<file path="config.mk">
export PLATFORM = sky130hd
export DESIGN_NAME = spi_mem_initiator
export DESIGN_NICKNAME = d
export VERILOG_FILES = /design/src/rtl/spi_mem_initiator.sv
export SDC_FILE = /design/constraint.sdc
export NUM_CORES = 1
export LEC_CHECK = 0
export CAP_MARGIN = 20
export CORE_MARGIN = 8
export CORE_UTILIZATION = 44
export DETAILED_ROUTE_END_ITERATION = 12
export GPL_TIMING_DRIVEN = 0
export PLACE_DENSITY_LB_ADDON = 0.08
export SLEW_MARGIN = 15
export SYNTH_ARGS = -nofsm -noshare
export SYNTH_HDL_FRONTEND = slang
export SYNTH_SLANG_ARGS = --single-unit
</file>
<file path="constraint.sdc">
create_clock -name clk -period 2.4 [get_ports clk]
set_clock_uncertainty 0.15 [all_clocks]
set_input_delay 0.36 -clock clk [delete_from_list [all_inputs] [get_ports clk]]
set_output_delay 0.36 -clock clk [all_outputs]
set_load 0.02 [all_outputs]
</file>
<file path="src/rtl/spi_mem_initiator.sv">
// Initiator side of the en/valid memory callback: takes one user command at a time,
// drives a single mem_en access, and returns the read data or a timeout error.
module spi_mem_initiator #(
  parameter int ADDR_W  = 6,
  parameter int DATA_W  = 8,
  parameter int TIMEOUT = 64
) (
  input  logic              clk,
  input  logic              rst_n,
  input  logic              cmd_valid,
  output logic              cmd_ready,
  input  logic              cmd_wr,
  input  logic [ADDR_W-1:0] cmd_addr,
  input  logic [DATA_W-1:0] cmd_wdata,
  output logic              resp_valid,
  input  logic              resp_ready,
  output logic [DATA_W-1:0] resp_rdata,
  output logic              resp_err,
  output logic              mem_en,
  output logic              mem_wr_en,
  output logic [ADDR_W-1:0] mem_addr,
  output logic [DATA_W-1:0] mem_wr_data,
  input  logic [DATA_W-1:0] mem_rd_data,
  input  logic              mem_valid,
  output logic [1:0]        dbg_state
);

  // Handshakes: a transfer happens on a rising clk edge where valid and ready are
  // both high; valid and its payload stay stable until that edge.

  typedef enum logic [1:0] {
    ST_IDLE = 2'd0,
    ST_REQ  = 2'd1,
    ST_REL  = 2'd2,
    ST_RESP = 2'd3
  } state_t;

  localparam logic [15:0] LP_LAST = 16'(TIMEOUT - 1);

  state_t            r_state;
  logic [15:0]       r_cnt;
  logic              r_cmd_ready;
  logic              r_resp_valid;
  logic [DATA_W-1:0] r_resp_rdata;
  logic              r_resp_err;
  logic              r_mem_en;
  logic              r_mem_wr_en;
  logic [ADDR_W-1:0] r_mem_addr;
  logic [DATA_W-1:0] r_mem_wr_data;

  always_ff @(posedge clk or negedge rst_n) begin
    if (!rst_n) begin
      r_state       <= ST_IDLE;
      r_cnt         <= '0;
      r_cmd_ready   <= 1'b0;
      r_resp_valid  <= 1'b0;
      r_resp_rdata  <= '0;
      r_resp_err    <= 1'b0;
      r_mem_en      <= 1'b0;
      r_mem_wr_en   <= 1'b0;
      r_mem_addr    <= '0;
      r_mem_wr_data <= '0;
    end else begin
      case (r_state)
        ST_IDLE: begin
          if (cmd_valid && r_cmd_ready) begin
            r_mem_wr_en   <= cmd_wr;
            r_mem_addr    <= cmd_addr;
            r_mem_wr_data <= cmd_wdata;
            r_mem_en      <= 1'b1;
            r_cnt         <= '0;
            r_cmd_ready   <= 1'b0;
            r_state       <= ST_REQ;
          end else begin
            r_cmd_ready <= 1'b1;
          end
        end
        ST_REQ: begin
          // A completion on the final counted cycle still beats the timeout.
          if (mem_valid) begin
            r_resp_rdata <= r_mem_wr_en ? '0 : mem_rd_data;
            r_resp_err   <= 1'b0;
            r_mem_en     <= 1'b0;
            r_state      <= ST_REL;
          end else if (r_cnt == LP_LAST) begin
            r_resp_rdata <= '0;
            r_resp_err   <= 1'b1;
            r_mem_en     <= 1'b0;
            r_state      <= ST_REL;
          end else begin
            r_cnt <= r_cnt + 16'd1;
          end
        end
        ST_REL: begin
          if (!mem_valid) begin
            r_resp_valid <= 1'b1;
            r_state      <= ST_RESP;
          end
        end
        ST_RESP: begin
          if (resp_ready) begin
            r_resp_valid <= 1'b0;
            r_cmd_ready  <= 1'b1;
            r_state      <= ST_IDLE;
          end
        end
        default: r_state <= ST_IDLE;
      endcase
    end
  end

  assign cmd_ready   = r_cmd_ready;
  assign resp_valid  = r_resp_valid;
  assign resp_rdata  = r_resp_rdata;
  assign resp_err    = r_resp_err;
  assign mem_en      = r_mem_en;
  assign mem_wr_en   = r_mem_wr_en;
  assign mem_addr    = r_mem_addr;
  assign mem_wr_data = r_mem_wr_data;
  assign dbg_state   = r_state;

endmodule

</file>
-- After elaboration in Yosys (flattened, before gate mapping)
Cells that the tools add are included.
- register bits after elaboration: 45
- input bits: 28
- output and inout port bits: 29
- logic and storage cells: 59
- add/sub/neg operators: 1
- equality and inequality tests: 10
- muxes and demuxes: 25
- reductions and logical operators: 13
- operators with widths (cell ; number):
    $mux 16 ; 3
    $pmux 16 s2 ; 1
    $mux 8 ; 3
    $add 16x1->16 const B ; 1
    $eq 16x6->1 const B ; 1
    $mux 2 ; 5
    $ne 2x2->1 const B ; 5
    $mux 1 ; 9
    $pmux 2 s4 ; 1
    $reduce_and 4->1 ; 2
    $reduce_bool 2->1 ; 4
    $pmux 1 s2 ; 3
    $reduce_and 2->1 ; 3
    $reduce_and 3->1 ; 2
    $eq 2x2->1 const B ; 2
    $ne 3x3->1 const B ; 1
    $eq 2x1->1 const B ; 1
    $logic_not 2->1 ; 1
    $logic_and 1x1->1 ; 1

-- Logic depth before layout (Yosys ltp)
Gate-level depths: netlist of the first run.
- depth after elaboration: 4
- gate-level depth with buffers: 7
- gate-level depth less buffers: 6

-- Worst setup path before layout of the first run
No wires, ideal clock.
- kind: register -> register
- start: register r_cnt[9]
- end: register r_state[1] (netlist: dbg_state[1])
- setup time: 0.128 ns
- arrival: 2.037 ns
- required time: 2.122 ns
- setup slack: 0.085 ns
- stages on the path, launching flop included: 6
- path buffers: 1
- period minus slack after synthesis: 2.315 ns
- cell sequence: dfrtp_1 > buf_6 > or4_4 > o41a_1 > a211oi_2 > mux2_1
- word-level cells in the longest chain between the ends: 3
- ends and longest elaborated chain (what ; line ; source):
    start, declared ; 41 ; logic [15:0] r_cnt;
    start signal, assigned ; 91 ; r_cnt <= r_cnt + 16'd1;
    $eq 16x6->1 ; 85 ; end else if (r_cnt == LP_LAST) begin
    $ne 3x3->1 (no source line) ; - ;
    $reduce_and 4->1 (no source line) ; - ;
    end signal, assigned ; 84 ; r_state <= ST_REL;
    end signal, assigned ; 89 ; r_state <= ST_REL;
    end signal, assigned ; 97 ; r_state <= ST_RESP;
    end, declared ; 40 ; state_t r_state;
Every way passes these cells.
A chain may end at the register's enable or synchronous reset.

-- Worst setup path in the final report of the first run
- start: register r_cnt[7]
- end: register r_state[1] (netlist: dbg_state[1])
Same word-level chain as after synthesis.

==> results.toml, run 1 <==
[layout]
n_antenna_cell = 0
stdcell_count = 335
finish.instance_area_um2 = 3025
syn_to_final_growth_pct = 36.15
nNetsFinal = 298
drive_gt1_frac = 0.1849

[placement]
dp_cells = 325
numPortBuffers = 55
place_area_um2 = 2875
dp.final_hpwl_mm = 4.027
dp_slack_ns = -0.3111
place_congestion = 0.8060

[hold_path]
hp-class = "input pin to asynchronous set/reset pin"

[power]
vdd_drop_max_uv = 680.4
power_density_nw_per_um2 = 1104
total_power_mw = 3.340
power.leakage_nw = 1.259

[clock_network]
cts_max_path_buffers = 2
cts_tree = "yes"
cts_num_sinks = 45
numCtsBuffers = 5
clockRootBuffer = "clkbuf_8"
h-tree-depth = 2
path_clk_slew_ns = 0.09
worst_skew_pair.late_latency_ns = 0.30

[synth]
seq_area_frac_synth = 0.5068
synthArstFlopShare = 1.000
synth_top_area_cell = "dfrtp_1"
syn_area_um2 = 2222
synth.most_common_cell = "dfrtp_1"
synth.area.top_cells = "dfrtp_1 (51%), mux2_2 (7.6%), a22o_1 (3.9%)"
synth.ff_latch_count = 45
ys_types = 51
ys.flop_type = "dfrtp_1"
synth_top_area_share = 0.5068
synth_edf_count = 0
syn_inst = 199
ys_warn_count = 0
syn_area_per_cell_um2 = 11.17
synth_commonest_cells = "dfrtp_1 (45), mux2_2 (15), nand2_1 (15)"
syn_nets = 232

[route]
wl_mm = 5.531
post_drt_wl_per_cell_um = 16.51
num_vias = 1855
drc = 0
dr.first_iter.drc_count = 171
ant_nets = 0
via_per_inst = 5.537
dr.pass1.iters = 4

[job]
maxCapViolations = 0

[worst_setup_path]
crit_start = "r_cnt[7]"
r2r-start = "r_cnt[7]"
crit_type = "flop to flop"
critPathLaunchType = "flop"
cp_max_fo = 6
required_ns = 2.44
critPathCaptureType = "flop"
critPathArrivalTime_ns = 2.44

[sta]
max_freq_mhz = 416.4
rsz0062_at_grt = "yes"
min_period_ns = 2.401
fin_ws_ns = -0.001335
hold_viol = 0
setup_tns_ns = -0.001335
slew_headroom = 0.4935
setup_viol_count_final = 1
slew_violations = 0
finalCritPeriodShare = 1.001
tightestPinTransition_ns = 0.7528

[grt]
grt_pass1_wl_mm = 9.259
grt_overflow = 0
track_usage = 0.1532
grt_pass1_vias = 1894
antenna_found_initial = 0
grt_max_degree = 34

[floorplan]
std_cell_rows = 26
pin_count = 57
die_area_um2 = 7580
die_x_um = 87.07
die_h_um = 87.07
initial_core_util = 0.4465
core_area_um2 = 4977

[status]
failed_checks = "setup timing"
status = "finished with violations"
path summary, 6_finish.rpt:
check / slack, ns / to / depth (start not counted)
min: 0.34 / r_cnt[2] / 2
min in group clk: 0.34 / resp_err / 2
max in group asynchronous: 1.28 / resp_rdata[7] / 3
max: -0.001 / dbg_state[1] / 4
min reg2reg: 0.36 / mem_wr_data[5] / 1
max reg2reg: -0.001 / dbg_state[1] / 4
cells by family after synthesis:
family	after synthesis	share of synthesized area
AND/OR/NAND/NOR	65	0.1627
buffers and inverters	18	0.03604
multiplexers	17	0.08558
AO/OA/AOI/OAI	49	0.1808
adder cells (fa/ha/maj)	5	0.02815
flip-flops	45	0.5068
layer usage:
metal  GRT usage  vias to the layer above  part of all wire
li1            -                      899                 -
met1      0.1855                      908              0.45
met2      0.2339                       41              0.46
met3     0.06887                        7             0.087
met4     0.05477                        0             0.011
met5           0                        -                 0
placed cells by master (no fill, tap or decap), drive strengths merged, types with 2 or more instances in the layout:
cell | netlist | layout
clkdlybuf4s50 | 0 | 54
dfrtp | 45 | 45
nand2 | 16 | 16
mux2 | 16 | 16
clkbuf | 7 | 11
a22o | 10 | 10
inv | 8 | 9
nand4 | 8 | 8
nor2 | 8 | 8
buf | 3 | 8
nor3 | 6 | 6
nand3 | 5 | 5
nor4 | 5 | 5
a31oi | 5 | 5
ha | 5 | 5
a21oi | 5 | 5
and4 | 4 | 4
or4 | 4 | 4
a221o | 3 | 3
and3 | 3 | 3
o41ai | 3 | 3
a211o | 2 | 2
o2111ai | 2 | 2
o211ai | 2 | 2
a2bb2oi | 2 | 2
o21ai | 2 | 2
o32ai | 2 | 2
cell type report:
cell class | count | area [um2]
Fill cell | 437 | 1952
Multi-Input combinational cell | 136 | 1040
Buffer | 9 | 56.30
Tap cell | 70 | 87.58
Timing Repair Buffer | 60 | 598.1
Sequential cell | 45 | 1131
Clock inverter | 2 | 13.76
Inverter | 8 | 30.03
Clock buffer | 5 | 68.82
what timing repair did:
item / in CTS / in global routing
endpoints found under the hold margin: 12 / 0
endpoints found under the setup margin: 21 / 22
setup buffers: 0 / 3
pin swaps: 2 / 3
hold buffers: 1 / 0
resized for setup: 4 / 13
flip-flops by register name, summed over array words and instances (netlist names):
register	count
resp_err	1
dbg_state	2
cmd_ready	1
mem_wr_data	8
r_cnt	16
mem_addr	6
mem_en	1
resp_valid	1
resp_rdata	8
mem_wr_en	1
critical path: stages, from the launching register on:
cell	delay [ns]
dfrtp_1	0.44
or4_4	0.57
o41a_1	0.48
a211oi_2	0.32
mux2_4	0.33
report_power, final:
part           switching, mW  total, mW  internal (mW)
clock                  0.263      0.465          0.202
sequential             0.175       1.20           1.02
combinational          0.854       1.68          0.825
per-stage QoR:
step                      hold WS (ns)  utilization
after floorplan               -0.08559            -
after global placement          0.3378       0.5747
after detailed placement        0.1224       0.5777
after CTS                       0.3276       0.5995
after global routing            0.3553       0.6078
final                           0.3381       0.6078
(Power assumes the default switching activity.)
==> run 2, diff against run 1 <==
- CORE_MARGIN: 8 -> not set
- PLACE_DENSITY: not set -> 0.73
- PLACE_DENSITY_LB_ADDON: 0.08 -> not set
- REMOVE_ABC_BUFFERS: not set -> 1
==> results.toml, run 2 (synthesis results as in run 1) <==
[worst_setup_path]
worstPathCellList = "or4_4 -> o41a_4 -> buf_4 -> and4_1 -> a221o_1"
r2r-start = "r_cnt[9]"
crit_type = "flop to flop"
reg2reg_depth = 5
critPathLaunchType = "flop"
crit_start = "r_cnt[9]"
cpPeakStageDelay_ns = 0.56
cp_max_fo = 5
worst_path_max_delay_cell = "or4_4"
required_ns = 2.43
critPathArrivalTime_ns = 2.38
critPathCapture = "r_cnt[15]"
critPathCaptureType = "flop"
r2r_end = "r_cnt[15]"
ff2ff_setup_slack_ns = 0.05

[sta]
min_period_ns = 2.349
finalCritPeriodShare = 0.9788
setup_viol_count_final = 0
slew_headroom = 0.5534
slew_violations = 0
setup_tns_ns = 0
rsz0062_at_grt = "no"
hold_viol = 0
tightestPinTransition_ns = 0.6638
whs_ns = 0.3314
max_freq_mhz = 425.7

[grt]
grt_max_degree = 34
track_usage = 0.2099
grt_overflow = 0
grt_pass1_wl_mm = 8.569
antenna_found_initial = 0
grt_pass1_vias = 1872

[clock_network]
cts_num_sinks = 45
path_clk_slew_ns = 0.09
h-tree-depth = 2
cts_max_path_buffers = 2
numCtsBuffers = 5
cts_tree = "yes"
clockRootBuffer = "clkbuf_8"
worst_skew_pair.late_latency_ns = 0.30

[layout]
drive_gt1_frac = 0.2103
nNetsFinal = 303
stdcell_count = 338
regMostFlops = "r_cnt"
syn_to_final_growth_pct = 41.55
largest_register_ffs = 16
final_common_cell = "clkdlybuf4s50_1"
layout_common_cells = "clkdlybuf4s50_1 (55), dfrtp_1 (42), buf_4 (16)"
fill_cells = 386
n_antenna_cell = 0

[route]
dr.pass1.iters = 4
wl_mm = 5.218
ant_nets = 0
drc = 0
dr.first_iter.drc_count = 109
num_vias = 1907
post_drt_wl_per_cell_um = 15.44
via_per_inst = 5.642

[placement]
numPortBuffers = 56
dp.final_hpwl_mm = 3.450
dp_cells = 313
place_congestion = 0.8507

[floorplan]
die_x_um = 73.07
die_h_um = 73.07
die_area_um2 = 5338
initial_core_util = 0.4643
std_cell_rows = 25
pin_count = 57
core_area_um2 = 4786

[power]
power.leakage_nw = 1.323
vdd_drop_max_uv = 631.2
power_density_nw_per_um2 = 1121
total_power_mw = 3.526

[status]
status = "finished clean"

[hold_path]
hp-class = "input pin to asynchronous set/reset pin"

[job]
maxCapViolations = 0
## run 2: cell count changes in the layout (fill, tap and decap cells not counted), sizes merged
| cell | before | now |
|---|---|---|
| bufinv | 0 | 2 |
| buf | 8 | 18 |
| clkbuf | 11 | 5 |
| clkdlybuf4s50 | 54 | 55 |
| inv | 9 | 8 |
## run 2: cell type report
| cell class | count | area (um2) | area share |
|---|---|---|---|
| timing repair buffer | 74 | 705.7 | 0.2243 |
| tap | 67 | 83.83 | 0.02665 |
| clock inverter | 3 | 65.06 | 0.02068 |
| clock buffer | 5 | 68.82 | 0.02188 |
| inverter | 8 | 30.03 | 0.009547 |
| sequential | 45 | 1130 | 0.3592 |
| multi-input combinational | 136 | 1062 | 0.3377 |
## run 2: critical path, delay by kind of cell (launching register included)
family	cells	cell delay, ns
flops	1	0.44
compound gates	2	0.74
simple gates	2	0.74
buf+inv	1	0.16
## run 2: through the flow
| step | instance area (um2) | util | worst slack [ns] |
|---|---|---|---|
| 2_1_floorplan | 2172 | - | -0.1317 |
| 3_3_place_gp | 2816 | 0.5885 | -0.6222 |
| 3_5_place_dp | 2831 | 0.5916 | -0.6135 |
| 4_1_cts | 3069 | 0.6413 | 0.001020 |
| 5_1_grt | 3146 | 0.6573 | 0.01104 |
| 6_report | 3146 | 0.6573 | 0.05088 |
## run 2: timing repair
action                                  in CTS  in global routing
gates resized for setup                     10                  3
setup buffers                                7                  9
hold endpoints to repair                    12                  0
pin swaps                                    2                  3
endpoints found under the setup margin      26                 14
hold buffers                                 1                  0
cloned                                       0                  0
## run 2: worst min-delay path by stage
stage	start	slack [ns]	cells after the start	to
after floorplan	rst_n	-0.09	0	cmd_ready
after detailed placement	rst_n	0.12	1	r_cnt[4]
after global placement	resp_rdata[5]	0.34	1	resp_rdata[5]
after global routing	rst_n	0.36	2	r_cnt[12]
final	rst_n	0.33	2	r_cnt[12]
after CTS	rst_n	0.33	2	r_cnt[12]
## run 2: layer usage
metal / global-route usage / vias up / wire [um]
met1: 0.2698 / 927 / 2312
met4: 0.07625 / 0 / 91
li1: - / 905 / -
met2: 0.3210 / 65 / 2375
met3: 0.08149 / 10 / 438
met5: 0 / - / 0
## run 2: power breakdown
group / internal [mW] / switching (mW) / leakage (nW)
sequential: 1.02 / 0.175 / 0.566
clock: 0.414 / 0.259 / 0.0681
combinational: 0.817 / 0.840 / 0.689
==> run 3, diff against run 2 <==
- CORE_UTILIZATION: 44 -> 35
- GPL_TIMING_DRIVEN: 0 -> not set
- PLACE_DENSITY: 0.73 -> 0.6
==> results.toml, run 3 (synthesis results as in run 1) <==
[worst_setup_path]
worstPathCellList = "or4_4 -> o41a_1 -> buf_4 -> and4_1 -> a221o_1"
crit_type = "flop to flop"
critPathLaunchType = "flop"
critPathArrivalTime_ns = 2.34
cp_max_fo = 12
critPathCaptureType = "flop"
worst_path_max_delay_cell = "or4_4"
cpPeakStageDelay_ns = 0.56
required_ns = 2.45

[floorplan]
initial_core_util = 0.3688
die_x_um = 81.68
core_area_um2 = 6026
std_cell_rows = 28
die_area_um2 = 6672
die_h_um = 81.68
pin_count = 57

[layout]
stdcell_count = 348
drive_gt1_frac = 0.1905
multi_input_area_um2 = 1020
fill_cells = 562
final_common_cell = "clkdlybuf4s50_1"
n_antenna_cell = 0
layout.area.seq_um2 = 1126
largest_register_ffs = 16
syn_to_final_growth_pct = 39.25
layout_common_cells = "clkdlybuf4s50_1 (55), dfrtp_1 (45), buf_4 (19)"
nNetsFinal = 305
regMostFlops = "r_cnt"
finish.instance_area_um2 = 3094

[grt]
grt_pass1_wl_mm = 8.928
antenna_found_initial = 0
track_usage = 0.1808
grt_overflow = 0
grt_max_degree = 19
grt_pass1_vias = 1826

[sta]
finalCritPeriodShare = 0.9549
setup_viol_count_final = 0
min_period_ns = 2.292
hold_viol = 0
slew_violations = 0
tightestPinTransition_ns = 0.4728
setup_tns_ns = 0
max_freq_mhz = 436.3
rsz0062_at_grt = "no"
fin_ws_ns = 0.1082
slew_headroom = 0.6848

[clock_network]
h-tree-depth = 2
clockRootBuffer = "clkbuf_8"
cts_max_path_buffers = 2
cts_tree = "yes"
postCtsSetupRepairBufs = 0
worst_skew_pair.late_latency_ns = 0.31
cts_num_sinks = 45
numCtsBuffers = 5
path_clk_slew_ns = 0.10

[power]
vdd_drop_max_uv = 599.4
power.leakage_nw = 1.320
power_density_nw_per_um2 = 1119

[placement]
numPortBuffers = 56
place_area_um2 = 2964
dp_cells = 339
place_congestion = 0.8827
dp.final_hpwl_mm = 3.979
dp_slack_ns = 0.1012

[route]
ant_nets = 0
dr.pass1.iters = 4
drc = 0
wl_mm = 5.439
post_drt_wl_per_cell_um = 15.63
dr.first_iter.drc_count = 137
num_vias = 1913
via_per_inst = 5.497

[status]
status = "finished clean"

[job]
maxCapViolations = 0

[hold_path]
hp-class = "input pin to asynchronous set/reset pin"
-- run 3: repair_timing --
action	in CTS	in global routing
setup endpoints to repair	0	2
gates resized for setup	0	1
hold buffers	1	0
endpoints found under the hold margin	13	0
-- run 3: power by group --
part	total (mW)	internal (mW)	switching (mW)
Combinational	1.66	0.821	0.839
Sequential	1.19	1.02	0.165
Clock	0.616	0.318	0.298
Total	3.46	2.16	1.30
-- run 3: critical path: cells and delay by family (launching register included) --
kind                   cells  cell delay [ns]
DFF                        1             0.39
buffers and inverters      1             0.20
AOI/OAI and AO/OA          2             0.70
and+or+nand+nor            2             0.75
-- run 3: area by class of cell --
cell class                 instances  share of cell area
clock buffer                       5             0.02224
clock inverter                     3             0.01537
inverter                           8            0.009705
multi-input combinational        136              0.3296
sequential                        45              0.3639
tap                               75             0.03033
timing repair buffer              76              0.2289
-- run 3: metrics by stage --
step                hold slack (ns)  total power, mW    util
detailed placement           0.1335            2.865  0.4919
CTS                          0.3210            3.487  0.5129
finish                       0.3263            3.461  0.5135
global placement             0.1310            2.850  0.4919
global route                 0.3536            3.674  0.5135
floorplan                  -0.08559            2.105       -
-- run 3: path summary, 6_finish.rpt --
path | cells past startpoint | slack (ns) | end | startpoint
setup / recovery | 5 | 0.11 | r_cnt[15] | r_cnt[12]
hold / removal | 2 | 0.33 | mem_wr_data[4] | rst_n
setup reg to reg | 5 | 0.11 | r_cnt[15] | r_cnt[12]
hold reg to reg | 1 | 0.36 | resp_rdata[6] | resp_rdata[6]
max in group asynchronous | 3 | 1.20 | resp_err | rst_n
min in group clk | 1 | 0.36 | resp_rdata[6] | resp_rdata[6]
-- run 3: per-layer routing --
metal | vias up | global-route usage | wire length [um]
li1 | 908 | - | -
met1 | 934 | 0.2396 | 2465
met2 | 65 | 0.2850 | 2577
met3 | 6 | 0.04000 | 315
met4 | 0 | 0.07368 | 80
met5 | - | 0 | 0
